File: src/rtl/sram_arbiter_pkg.sv
// Shared types and sizing constants for the SRAM arbiter and its tag pipeline.
package sram_arbiter_pkg;

    localparam int SRAM_READ_LATENCY = 2;
    localparam int SRAM_DEPTH_WORDS  = 256;
    localparam int SRAM_ADDR_WIDTH   = 8;

    typedef enum logic {
        ARB_IMEM = 1'b0,
        ARB_DMEM = 1'b1
    } arb_owner_t;

    typedef struct packed {
        logic       valid;
        arb_owner_t owner;
        logic       err;
    } arb_tag_t;

endpackage

File: src/rtl/sram_tag_pipe.sv
// LAT-deep shift register of read tags; shifts every cycle, cleared by reset.
module sram_tag_pipe
    import sram_arbiter_pkg::*;
#(
    parameter int LAT = SRAM_READ_LATENCY
) (
    input  logic     CLK,
    input  logic     nRST,
    input  arb_tag_t tag_in,
    output arb_tag_t tag_out
);

    arb_tag_t stage_q [LAT];

    always_ff @(posedge CLK or negedge nRST) begin
        if (!nRST) begin
            for (int i = 0; i < LAT; i++) stage_q[i] <= '0;
        end else begin
            stage_q[0] <= tag_in;
            for (int i = 1; i < LAT; i++) stage_q[i] <= stage_q[i-1];
        end
    end

    assign tag_out = stage_q[LAT-1];

endmodule

File: src/rtl/sram_arbiter.sv
// Arbitrates imem/dmem onto one single-port SRAM and steers read returns by tag.
// Define SRAM_ARB_RR_EN for round-robin arbitration instead of fixed dmem priority.
module sram_arbiter
    import sram_arbiter_pkg::*;
#(
    parameter int LAT   = SRAM_READ_LATENCY,
    parameter int AW    = SRAM_ADDR_WIDTH,
    parameter int DEPTH = SRAM_DEPTH_WORDS
) (
    input  logic          CLK,
    input  logic          nRST,
    input  logic          imem_ren,
    input  logic [31:0]   imem_addr,
    output logic          imem_gnt,
    output logic          imem_rvalid,
    output logic [31:0]   imem_rdata,
    output logic          imem_err,
    input  logic          dmem_ren,
    input  logic          dmem_wen,
    input  logic [31:0]   dmem_addr,
    input  logic [31:0]   dmem_wdata,
    output logic          dmem_gnt,
    output logic          dmem_rvalid,
    output logic [31:0]   dmem_rdata,
    output logic          dmem_err,
    output logic          sram_en,
    output logic          sram_we,
    output logic [AW-1:0] sram_addr,
    output logic [31:0]   sram_din,
    input  logic [31:0]   sram_dout
);

    localparam logic [29:0] DEPTH_W = 30'(DEPTH);

    logic        imem_req, dmem_req, dmem_wins, gnt_any, is_store, in_range;
    logic [31:0] sel_addr;
    arb_tag_t    tag_in, tag_out;
    logic        unused_addr_bits;

`ifdef SRAM_ARB_RR_EN
    arb_owner_t last_owner_q;

    always_ff @(posedge CLK or negedge nRST) begin
        if (!nRST) begin
            last_owner_q <= ARB_IMEM;
        end else if (gnt_any) begin
            last_owner_q <= dmem_wins ? ARB_DMEM : ARB_IMEM;
        end
    end
`endif

    always_comb begin
        // Gating with nRST keeps every grant and the SRAM enable low during reset.
        imem_req = imem_ren && nRST;
        dmem_req = (dmem_ren || dmem_wen) && nRST;
`ifdef SRAM_ARB_RR_EN
        dmem_wins = dmem_req && (!imem_req || (last_owner_q == ARB_IMEM));
`else
        dmem_wins = dmem_req;
`endif
        dmem_gnt = dmem_wins;
        imem_gnt = imem_req && !dmem_wins;
        gnt_any  = imem_gnt || dmem_gnt;
        sel_addr = dmem_wins ? dmem_addr : imem_addr;
        is_store = dmem_wins && dmem_wen;
        in_range = sel_addr[31:2] < DEPTH_W;

        sram_en   = gnt_any && in_range;
        sram_we   = sram_en && is_store;
        sram_addr = sel_addr[AW+1:2];
        sram_din  = dmem_wdata;

        tag_in.valid = gnt_any && !is_store;
        tag_in.owner = dmem_wins ? ARB_DMEM : ARB_IMEM;
        tag_in.err   = gnt_any && !is_store && !in_range;
    end

    assign unused_addr_bits = ^sel_addr[1:0];

    sram_tag_pipe #(.LAT(LAT)) u_tag_pipe (
        .CLK     (CLK),
        .nRST    (nRST),
        .tag_in  (tag_in),
        .tag_out (tag_out)
    );

    always_comb begin
        imem_rvalid = tag_out.valid && (tag_out.owner == ARB_IMEM);
        dmem_rvalid = tag_out.valid && (tag_out.owner == ARB_DMEM);
        imem_err    = imem_rvalid && tag_out.err;
        // Store range errors are reported at grant, load errors on return.
        dmem_err    = (dmem_rvalid && tag_out.err) || (is_store && !in_range);
        imem_rdata  = (imem_rvalid && !tag_out.err) ? sram_dout : 32'h0;
        dmem_rdata  = (dmem_rvalid && !tag_out.err) ? sram_dout : 32'h0;
    end

    a_no_ren_wen: assert property (@(posedge CLK) disable iff (!nRST) !(dmem_ren && dmem_wen));

endmodule

File: config.mk
export PLATFORM = sky130hd
export DESIGN_NAME = sram_arbiter
export DESIGN_NICKNAME = d
export VERILOG_FILES = /design/src/rtl/sram_arbiter_pkg.sv /design/src/rtl/sram_tag_pipe.sv /design/src/rtl/sram_arbiter.sv
export SDC_FILE = /design/constraint.sdc
export NUM_CORES = 1
export LEC_CHECK = 0
export ABC_AREA = 1
export BUFFER_PORTS_ARGS = -buffer_cell sky130_fd_sc_hd__clkbuf_2
export CORE_AREA = 5 5 92 94
export CTS_CLUSTER_SIZE = 8
export DETAILED_ROUTE_END_ITERATION = 12
export DIE_AREA = 0 0 97 99
export MAX_ROUTING_LAYER = met4
export PLACE_DENSITY = 0.56
export SYNTH_ARGS = -nofsm -noshare
export SYNTH_HDL_FRONTEND = slang
export SYNTH_SLANG_ARGS = --single-unit
File: constraint.sdc
create_clock -name CLK -period 1.3 [get_ports CLK]
set_input_delay 0.26 -clock CLK [delete_from_list [all_inputs] [get_ports CLK]]
set_output_delay 0.26 -clock CLK [all_outputs]
set_load 0.005 [all_outputs]
## After elaboration in Yosys (flattened, before gate mapping)

Cells that the tools add are included.

- Flip-flop bits (word level): 6
- Bits of input ports: 133
- Output and inout port bits: 112
- Word-level logic and storage cells: 34

- Magnitude comparators: 1
- Multiplexer cells: 4
- Bitwise operators: 1
- Reductions and logical operators: 22

Operator list:

| cell | count |
|---|---|
| 32-bit 2-to-1 mux | 3 |
| 30-bit by 9-bit < comparator with 1-bit output (second input constant) | 1 |
| 1-bit logical AND | 15 |
| 1-bit zero test | 4 |
| 1-bit logical OR | 3 |
| 1-bit 2-to-1 mux | 1 |
| 1-bit NOT | 1 |

## Depth between registers and ports, before layout

Gate-level depths: netlist of run 1.

- Word-level depth: 7
- Depth in mapped cells: 9

## By module

Synthesis of run 1 repeated with hierarchy kept, for this count alone.

- Cells, all modules: 251
- Area total of the unflattened synthesis: 1266.2 um2

Modules (own cells, without submodules):

| module | instances | cells each | area an instance (um2) | sequential area each (um2) |
|---|---|---|---|---|
| sram_arbiter | 1 | 242 | 1093.5 | 0.0 |
| sram_tag_pipe | 1 | 9 | 172.7 | 150.1 |

## Worst setup path before layout of run 1

Ideal clock, no wire load.

- Path kind: reg2out
- Start: reg u_tag_pipe.stage_q, in the netlist u_tag_pipe.tag_out[1]
- End: out imem_rdata[0]
- Data arrival time: 0.924 ns
- Path slack: 0.116 ns
- Stages on the path, launching flop included: 5
- Buffers on the path: 1
- Path through: dfrtp_1 > nor2_1 > nand2_1 > buf_2 > nor2_1

- Cells in the longest elaborated chain, start to end: 4

RTL lines:

| element | line | source |
|---|---|---|
| start: declaration | sram_tag_pipe.sv:13 | `arb_tag_t stage_q [LAT];` |
| 1-bit NOT | sram_arbiter.sv:88 | `imem_rvalid = tag_out.valid && (tag_out.owner == ARB_IMEM);` |
| 1-bit logical AND | sram_arbiter.sv:88 |  |
| net imem_rvalid | sram_arbiter.sv:15 | `output logic imem_rvalid,` |
| 1-bit logical AND | sram_arbiter.sv:93 | `imem_rdata = (imem_rvalid && !tag_out.err) ? sram_dout : 32'h0;` |
| 32-bit 2-to-1 mux | sram_arbiter.sv:93 |  |
| end: declaration | sram_arbiter.sv:16 | `output logic [31:0] imem_rdata,` |

The timed path passes the listed nets, and every way through them passes these cells.

## Worst setup path after layout of run 1

- Start: reg u_tag_pipe.stage_q, in the netlist u_tag_pipe.tag_out[1]
- End: out dmem_rdata[30]

- Cells in the longest elaborated chain, start to end: 3

RTL lines:

| element | line | source |
|---|---|---|
| 1-bit logical AND | sram_arbiter.sv:89 | `dmem_rvalid = tag_out.valid && (tag_out.owner == ARB_DMEM);` |
| 1-bit logical AND | sram_arbiter.sv:94 | `dmem_rdata = (dmem_rvalid && !tag_out.err) ? sram_dout : 32'h0;` |
| 32-bit 2-to-1 mux | sram_arbiter.sv:94 |  |
| end: declaration | sram_arbiter.sv:24 | `output logic [31:0] dmem_rdata,` |

No other way between the ends.

==> flow_results.xml, run 1 <==
<?xml version="1.0" encoding="UTF-8"?>
<metrics>
  <group name="setup_path">
    <metric name="critical_path_class" unit="">flop to primary output</metric>
    <metric name="critical_path_cell_sequence" unit="">nand2_1, inv_2, nand2_8, buf_16, nor2_4, clkbuf_2</metric>
    <metric name="critical_path.slowest_cell" unit="">sky130_fd_sc_hd__dfrtp_1</metric>
    <metric name="required" unit="ns">1.04</metric>
    <metric name="crit_path_start_kind" unit="">flop</metric>
    <metric name="cp_max_fo" unit="">8</metric>
    <metric name="endpoint_kind" unit="">primary output</metric>
    <metric name="critical_path.max_stage_delay" unit="ns">0.36</metric>
    <metric name="arrival_time_of_the_worst_setup_path" unit="ns">1.24</metric>
  </group>
  <group name="logic_synthesis">
    <metric name="ys_ff_latch" unit="">6</metric>
    <metric name="ys_seq_area_share" unit="%">10.8</metric>
    <metric name="synthesis.nets" unit="">418</metric>
    <metric name="yosysTopAreaCellShare" unit="%">31.1</metric>
    <metric name="syn-instance-count" unit="">285</metric>
    <metric name="yosysUniqueCellTypes" unit="">17</metric>
    <metric name="synthesis.area" unit="sq um">1390</metric>
    <metric name="synth_top_cell_by_area" unit="">sky130_fd_sc_hd__nor2_1</metric>
    <metric name="synth_top_area_cells" unit="">sky130_fd_sc_hd__nor2_1 31%, sky130_fd_sc_hd__buf_4 18%, sky130_fd_sc_hd__nand2_1 14%</metric>
    <metric name="post_synth.cell_area_avg" unit="sq um">4.87</metric>
    <metric name="synthesis.yosys.warnings" unit="">0</metric>
  </group>
  <group name="routing">
    <metric name="drcViolationCount" unit="">0</metric>
    <metric name="routed_wl" unit="microns">6240</metric>
    <metric name="drt-vias-per-instance" unit="">4.01</metric>
    <metric name="wl_per_cell" unit="microns">11.5</metric>
    <metric name="vias" unit="">2183</metric>
    <metric name="ant_nets" unit="">0</metric>
    <metric name="violation_count_after_the_first_detailed_route_iteration" unit="">18</metric>
    <metric name="firstDrtPassIters" unit="">4</metric>
  </group>
  <group name="place">
    <metric name="port-buffer-count" unit="">176</metric>
    <metric name="globalplace.congestion" unit="">1.02</metric>
    <metric name="dp_hpwl" unit="microns">5040</metric>
    <metric name="dp_cells" unit="">538</metric>
    <metric name="placed_cell_area" unit="sq um">2240</metric>
  </group>
  <group name="finish">
    <metric name="fill_cells" unit="">826</metric>
    <metric name="drive_gt1_share" unit="%">62.4</metric>
    <metric name="num_antenna_cells" unit="">0</metric>
    <metric name="final_area" unit="sq um">2770</metric>
    <metric name="areaGrowthSynthToFinish" unit="%">99.5</metric>
    <metric name="multiInputGateArea" unit="sq um">1040</metric>
    <metric name="finish.cell_count_without_fillers" unit="">544</metric>
    <metric name="seqCellArea" unit="sq um">150</metric>
    <metric name="design.final.nets" unit="">577</metric>
  </group>
  <group name="global_routing">
    <metric name="grt_remaining_overflow" unit="">0</metric>
    <metric name="grt.total_usage" unit="%">12.1</metric>
    <metric name="pin_count_of_the_biggest_net_entering_global_routing" unit="">33</metric>
    <metric name="grt_first_pass_wirelength" unit="microns">9430</metric>
    <metric name="number_of_antenna_violations_at_the_first_check_in_global_routing" unit="">0</metric>
    <metric name="first_global_vias" unit="">2106</metric>
  </group>
  <group name="timing">
    <metric name="layout_min_cycle_time" unit="ns">1.50</metric>
    <metric name="max_clock_freq" unit="GHz">0.665</metric>
    <metric name="fin_crit_sh" unit="%">116</metric>
    <metric name="tightest_slew" unit="ns">0.210</metric>
    <metric name="total_setup_violations_reported_at_the_end_of_the_flow" unit="">66</metric>
    <metric name="rsz0062_at_grt" unit="">yes</metric>
    <metric name="slew-limit-headroom" unit="%">86.0</metric>
    <metric name="finalClockSkew" unit="ns">0.00102</metric>
    <metric name="report.final.hold_viol_count" unit="">6</metric>
    <metric name="timing.hold.ws" unit="ns">-0.00867</metric>
    <metric name="timing_max_transition_violations_final" unit="">0</metric>
    <metric name="final.setup.worst_slack" unit="ns">-0.204</metric>
  </group>
  <group name="min_path">
    <metric name="hp-class" unit="">primary input to asynchronous set/reset pin</metric>
  </group>
  <group name="die">
    <metric name="initial_utilization" unit="%">18.3</metric>
    <metric name="ioPinCount" unit="">245</metric>
    <metric name="floorplan.core_area" unit="sq um">7570</metric>
    <metric name="floorplan.rows" unit="">32</metric>
    <metric name="floorplan.die.height" unit="microns">99</metric>
    <metric name="floorplan.die_area" unit="sq um">9600</metric>
    <metric name="die_width" unit="microns">97</metric>
  </group>
  <group name="power">
    <metric name="leakage" unit="nW">1.70</metric>
    <metric name="total_power" unit="mW">1.22</metric>
    <metric name="power.density_cell_area" unit="nW/um^2">440</metric>
    <metric name="vdd_drop_max" unit="mV">0.216</metric>
  </group>
  <group name="clock_network">
    <metric name="clk_root_buf" unit="">sky130_fd_sc_hd__clkbuf_8</metric>
    <metric name="maximum_level_of_the_cts_h_tree" unit="">1</metric>
    <metric name="cts_hold_buf" unit="">0</metric>
    <metric name="cts_buffer_depth" unit="">2</metric>
    <metric name="clk_lat_worst_skew" unit="ns">0.22</metric>
    <metric name="clock_sinks" unit="">6</metric>
    <metric name="tritoncts.num_buffers" unit="">3</metric>
    <metric name="tritoncts_clock_tree" unit="">done</metric>
    <metric name="worst_setup_hold_path_clk_slew" unit="ns">0.03</metric>
  </group>
  <group name="outcome">
    <metric name="violations_in_the_final_reports" unit="">negative hold slack, negative setup slack</metric>
    <metric name="outcome" unit="">complete, but fails checks</metric>
  </group>
  <group name="job">
    <metric name="maxCapViolations" unit="">0</metric>
  </group>
</metrics>
[through the flow]
step / TNS [ns] / utilization, % / setup slack, ns / hold slack (ns)
floorplan: 0 / - / 0.116 / -0.0356
global placement: -0.552 / 29.7 / -0.117 / 0.235
detailed placement: -0.463 / 29.7 / -0.0760 / 0.240
CTS: -11.53 / 32.6 / -0.202 / 0.0319
global route: -15.93 / 36.6 / -0.275 / 0.00312
finish: -11.03 / 36.6 / -0.204 / -0.00867
[critical path: cells and delay by family, from the launching register on]
family | cells | cell delay [ns]
buffers and inverters | 3 | 0.39
flip-flops | 1 | 0.36
AND/OR/NAND/NOR | 3 | 0.25
[metal layers]
layer	vias to the layer above	global-route usage, %	routed length, microns
li1	1098	-	-
met1	925	12.2	2200
met2	148	21.0	3110
met3	12	4.67	723
met4	0	5.18	210
met5	-	-	0
[what timing repair did]
| item | CTS | global route |
|---|---|---|
| setup buffers | 1 | 0 |
| endpoints found under the setup margin | 75 | 75 |
| resized for setup | 41 | 112 |
| pin swaps | 4 | 32 |
| cloned | 2 | 1 |
[where the power goes]
part           switching [mW]  internal [mW]  leakage (nW)
logic                   0.376          0.364          1.61
clock network          0.0709          0.198        0.0216
registers             0.00686          0.203        0.0726
[cells in the final DEF (no fill, tap or decap), types with 4 or more instances in the layout]
master                     Yosys  layout
sky130_fd_sc_hd__buf_6         1      13
sky130_fd_sc_hd__nand2_2       1      13
sky130_fd_sc_hd__clkbuf_2      0     134
sky130_fd_sc_hd__buf_2         6      28
sky130_fd_sc_hd__nor2_1      115      65
sky130_fd_sc_hd__clkbuf_8      0       4
sky130_fd_sc_hd__nand2_1      52      39
sky130_fd_sc_hd__inv_1        50      44
sky130_fd_sc_hd__dfrtp_1       6       6
sky130_fd_sc_hd__nor2_4        2      24
sky130_fd_sc_hd__nor2_2        1      29
sky130_fd_sc_hd__nand3_1       8       7
sky130_fd_sc_hd__inv_2         3       8
sky130_fd_sc_hd__buf_4        33      11
[sequential cells by signal (all words and copies together), names as in the netlist]
signal,cells
u_tag_pipe.stage_q,3
u_tag_pipe.tag_out,3
[area by class of cell]
type	count	share of cell area, %
well taps	102	4.61
flip-flops and latches	6	5.42
clock buffers	3	1.49
inverters	53	7.28
multi-input cells	186	37.7
repair buffers	194	43.5
[synthesized netlist by cell type, drive strengths merged]
library cell	count
a21oi	1
inv	53
nand2	53
and2	2
o21ai	1
nand3	8
buf	40
dfrtp	6
nand4	2
nor2	118
nor3	1
[kinds of logic after synthesis]
kind of cell | synth area share, %
flops | 10.8
compound gates | 1.26
simple gates | 52.8
buf+inv | 35.2
[path summary, 6_finish.rpt]
kind	slack, ns	depth (start not counted)	from	end
setup / recovery	-0.20	6	u_tag_pipe.tag_out[1]$_DFF_PN0_	dmem_rdata[30]
hold / removal	-0.009	2	nRST	u_tag_pipe.stage_q[3]$_DFF_PN0_
setup reg to reg	0.84	0	u_tag_pipe.stage_q[3]$_DFF_PN0_	u_tag_pipe.tag_out[0]$_DFF_PN0_
hold reg to reg	0.34	0	u_tag_pipe.stage_q[4]$_DFF_PN0_	u_tag_pipe.tag_out[1]$_DFF_PN0_
max in group asynchronous	1.18	2	nRST	u_tag_pipe.stage_q[5]$_DFF_PN0_
min in group CLK	0.34	0	u_tag_pipe.stage_q[4]$_DFF_PN0_	u_tag_pipe.tag_out[1]$_DFF_PN0_
Note: power is estimated with default switching activity, not from simulation.
==> inputs of run 2 (changes only) <==
--- a/config.mk
+++ b/config.mk
@@ -12,7 +12,8 @@
 export DETAILED_ROUTE_END_ITERATION = 12
 export DIE_AREA = 0 0 97 99
 export MAX_ROUTING_LAYER = met4
-export PLACE_DENSITY = 0.56
+export PLACE_DENSITY = 0.55
 export SYNTH_ARGS = -nofsm -noshare
 export SYNTH_HDL_FRONTEND = slang
+export SYNTH_HIERARCHICAL = 1
 export SYNTH_SLANG_ARGS = --single-unit
==> run 2 against run 1 <==
Net effect: largest cell class unchanged; via count fell by 9.8%; global-route usage shrank 1.7 points; fmax down 0.47%; hold slack better by 0.35 ns; the flow finishes with violations (negative setup slack); sequential share of layout area increased by 0.30 points; total power is 8.5% lower; cell count shrank 6.4%; die area is the same.
==> flow_results.xml, run 2 <==
<?xml version="1.0" encoding="UTF-8"?>
<metrics>
  <group name="outcome">
    <metric name="outcome" unit="">complete, but fails checks</metric>
    <metric name="violations_in_the_final_reports" unit="">negative setup slack</metric>
  </group>
  <group name="finish">
    <metric name="final_common_cell" unit="">sky130_fd_sc_hd__clkbuf_2</metric>
    <metric name="layout.core_utilization" unit="%">34.7</metric>
    <metric name="most-common-layout-cells" unit="">139 x sky130_fd_sc_hd__clkbuf_2, 49 x sky130_fd_sc_hd__nor2_1, 42 x sky130_fd_sc_hd__inv_1</metric>
    <metric name="fill_cells" unit="">783</metric>
    <metric name="final_area" unit="sq um">2620</metric>
    <metric name="drive_gt1_share" unit="%">65.4</metric>
    <metric name="design.final.nets" unit="">542</metric>
    <metric name="areaGrowthSynthToFinish" unit="%">107</metric>
    <metric name="num_antenna_cells" unit="">0</metric>
  </group>
  <group name="setup_path">
    <metric name="critical_path_class" unit="">flop to primary output</metric>
    <metric name="r2r_setup_slack" unit="ns">0.83</metric>
    <metric name="reg2regPathDepth" unit="">0</metric>
    <metric name="required" unit="ns">1.04</metric>
    <metric name="critical_path_cell_sequence" unit="">nand2_1, inv_2, nand2_8, clkbuf_16, nor2_1, buf_2</metric>
    <metric name="r2r_end" unit="">u_tag_pipe/tag_out[2]$_DFF_PN0_</metric>
    <metric name="cp-startpoint" unit="">u_tag_pipe/tag_out[1]$_DFF_PN0_</metric>
    <metric name="arrival_time_of_the_worst_setup_path" unit="ns">1.25</metric>
    <metric name="crit_path_start_kind" unit="">flop</metric>
    <metric name="worst-path-stages" unit="">6</metric>
    <metric name="timing.rr.start" unit="">u_tag_pipe/stage_q[5]$_DFF_PN0_</metric>
    <metric name="cp_max_fo" unit="">8</metric>
    <metric name="critical_path.slowest_cell" unit="">sky130_fd_sc_hd__dfrtp_1</metric>
    <metric name="worstSetupEndpoint" unit="">dmem_rdata[3]</metric>
    <metric name="crit_buf_inv" unit="">3</metric>
    <metric name="critical_path.top_delay_family" unit="">buffers and inverters</metric>
    <metric name="endpoint_kind" unit="">primary output</metric>
    <metric name="critical_path.max_stage_delay" unit="ns">0.37</metric>
  </group>
  <group name="clock_network">
    <metric name="clock_sinks" unit="">6</metric>
    <metric name="tritoncts.num_buffers" unit="">3</metric>
    <metric name="tritoncts_clock_tree" unit="">done</metric>
    <metric name="maximum_level_of_the_cts_h_tree" unit="">1</metric>
    <metric name="worst_setup_hold_path_clk_slew" unit="ns">0.04</metric>
    <metric name="cts_buffer_depth" unit="">2</metric>
    <metric name="clk_root_buf" unit="">sky130_fd_sc_hd__clkbuf_8</metric>
    <metric name="clk_lat_worst_skew" unit="ns">0.22</metric>
  </group>
  <group name="logic_synthesis">
    <metric name="synth_enable_flop_cells" unit="">0</metric>
    <metric name="synthesis.area" unit="sq um">1270</metric>
    <metric name="synthesis.nets" unit="">384</metric>
    <metric name="synth_top_cell_by_area" unit="">sky130_fd_sc_hd__nor2_1</metric>
    <metric name="synthesis.yosys.warnings" unit="">6</metric>
    <metric name="post-synth-top-count-cell" unit="">sky130_fd_sc_hd__nor2_1</metric>
    <metric name="post_synth.cell_area_avg" unit="sq um">5.04</metric>
    <metric name="yosys_most_used_dff" unit="">sky130_fd_sc_hd__dfrtp_1</metric>
    <metric name="yosysUniqueCellTypes" unit="">17</metric>
    <metric name="yosysTopAreaCellShare" unit="%">28.2</metric>
    <metric name="ys_ff_latch" unit="">6</metric>
    <metric name="syn-instance-count" unit="">251</metric>
    <metric name="ys_seq_area_share" unit="%">11.9</metric>
    <metric name="synthTopCellsByCount" unit="">95 x sky130_fd_sc_hd__nor2_1, 46 x sky130_fd_sc_hd__nand2_1, 43 x sky130_fd_sc_hd__inv_1</metric>
    <metric name="fraction_of_registers_with_async_set_reset" unit="%">100</metric>
    <metric name="synth_top_area_cells" unit="">sky130_fd_sc_hd__nor2_1 28%, sky130_fd_sc_hd__buf_4 21%, sky130_fd_sc_hd__nand2_1 14%</metric>
  </group>
  <group name="routing">
    <metric name="vias" unit="">1968</metric>
    <metric name="violation_count_after_the_first_detailed_route_iteration" unit="">17</metric>
    <metric name="drt-vias-per-instance" unit="">3.87</metric>
    <metric name="ant_nets" unit="">0</metric>
    <metric name="drcViolationCount" unit="">0</metric>
    <metric name="firstDrtPassIters" unit="">3</metric>
    <metric name="routed_wl" unit="microns">5650</metric>
    <metric name="wl_per_cell" unit="microns">11.1</metric>
  </group>
  <group name="global_routing">
    <metric name="grt.total_usage" unit="%">10.4</metric>
    <metric name="first_global_vias" unit="">1809</metric>
    <metric name="grt_remaining_overflow" unit="">0</metric>
    <metric name="number_of_antenna_violations_at_the_first_check_in_global_routing" unit="">0</metric>
    <metric name="grt_first_pass_wirelength" unit="microns">8110</metric>
    <metric name="pin_count_of_the_biggest_net_entering_global_routing" unit="">33</metric>
  </group>
  <group name="die">
    <metric name="floorplan.rows" unit="">32</metric>
    <metric name="initial_utilization" unit="%">16.7</metric>
    <metric name="floorplan.core_area" unit="sq um">7570</metric>
    <metric name="floorplan.die.height" unit="microns">99</metric>
    <metric name="ioPinCount" unit="">245</metric>
    <metric name="floorplan.die_area" unit="sq um">9600</metric>
    <metric name="die_width" unit="microns">97</metric>
  </group>
  <group name="timing">
    <metric name="fin_crit_sh" unit="%">116</metric>
    <metric name="report.final.hold_viol_count" unit="">0</metric>
    <metric name="slew-limit-headroom" unit="%">81.7</metric>
    <metric name="total_setup_violations_reported_at_the_end_of_the_flow" unit="">68</metric>
    <metric name="layout_min_cycle_time" unit="ns">1.51</metric>
    <metric name="finalClockSkew" unit="ns">0.00115</metric>
    <metric name="max_clock_freq" unit="GHz">0.662</metric>
    <metric name="tns" unit="ns">-11.11</metric>
    <metric name="timing_max_transition_violations_final" unit="">0</metric>
    <metric name="final.setup.worst_slack" unit="ns">-0.211</metric>
    <metric name="rsz0062_at_grt" unit="">yes</metric>
    <metric name="tightest_slew" unit="ns">0.274</metric>
  </group>
  <group name="power">
    <metric name="leakage" unit="nW">1.64</metric>
    <metric name="power.density_cell_area" unit="nW/um^2">425</metric>
    <metric name="vdd_drop_max" unit="mV">0.317</metric>
    <metric name="total_power" unit="mW">1.12</metric>
  </group>
  <group name="place">
    <metric name="placed_cell_area" unit="sq um">2080</metric>
    <metric name="port-buffer-count" unit="">176</metric>
    <metric name="pre_cts_slack" unit="ns">-0.102</metric>
    <metric name="dp_hpwl" unit="microns">4560</metric>
    <metric name="globalplace.congestion" unit="">0.857</metric>
  </group>
  <group name="job">
    <metric name="maxCapViolations" unit="">0</metric>
  </group>
  <group name="min_path">
    <metric name="hp-class" unit="">flop to flop</metric>
  </group>
</metrics>
-- run 2: what timing repair did --
item | in CTS | in global routing
resized for setup | 47 | 93
hold buffers | 1 | 0
pin swaps | 4 | 16
endpoints found under the setup margin | 69 | 79
hold endpoints to repair | 6 | 0
buffers inserted | 1 | 3
gates cloned | 2 | 2
-- run 2: per-layer routing --
metal  vias up  global-route usage (%)  routed length [microns]
met5         -                       -                        0
met3         6                    5.17                      686
li1        988                       -                        -
met2       144                    17.5                     2740
met4         0                    2.70                       68
met1       830                    10.9                     2160
-- run 2: worst min-delay path by stage --
stage                                          startpoint                               to  slack (ns)  cells past startpoint
after floorplan                                      nRST  u_tag_pipe/stage_q[3]$_DFF_PN0_       -0.04                      0
after global placement                               nRST  u_tag_pipe/stage_q[4]$_DFF_PN0_        0.20                      2
after detailed placement                             nRST  u_tag_pipe/stage_q[4]$_DFF_PN0_        0.20                      2
after CTS                 u_tag_pipe/stage_q[3]$_DFF_PN0_  u_tag_pipe/tag_out[0]$_DFF_PN0_        0.35                      0
after global routing      u_tag_pipe/stage_q[3]$_DFF_PN0_  u_tag_pipe/tag_out[0]$_DFF_PN0_        0.36                      0
final                     u_tag_pipe/stage_q[3]$_DFF_PN0_  u_tag_pipe/tag_out[0]$_DFF_PN0_        0.34                      0
-- run 2: cell type report --
cell class / instances / area (sq um) / share of cell area (%)
Multi-Input combinational cell: 156 / 948 / 36.1
Tap cell: 102 / 128 / 4.86
Timing Repair Buffer: 196 / 1180 / 45.1
Clock buffer: 3 / 41.3 / 1.57
Inverter: 46 / 173 / 6.58
Sequential cell: 6 / 150 / 5.72
-- run 2: report_power, final --
part | internal (mW) | switching, mW | leakage (nW)
Combinational | 0.316 | 0.317 | 1.55
Clock | 0.198 | 0.0754 | 0.0216
Sequential | 0.202 | 0.00667 | 0.0749
-- run 2: cell families after synthesis --
family,count (synthesis),synth area share [%]
simple gates,153,48.4
buf+inv,89,38.2
flops,6,11.9
compound gates,3,1.48
-- run 2: metrics by stage --
| stage | cells | hold WS, ns |
|---|---|---|
| after floorplan | 251 | -0.0356 |
| after global placement | 498 | 0.198 |
| after detailed placement | 498 | 0.203 |
| after CTS | 505 | 0.346 |
| after global routing | 509 | 0.359 |
| final | 509 | 0.344 |
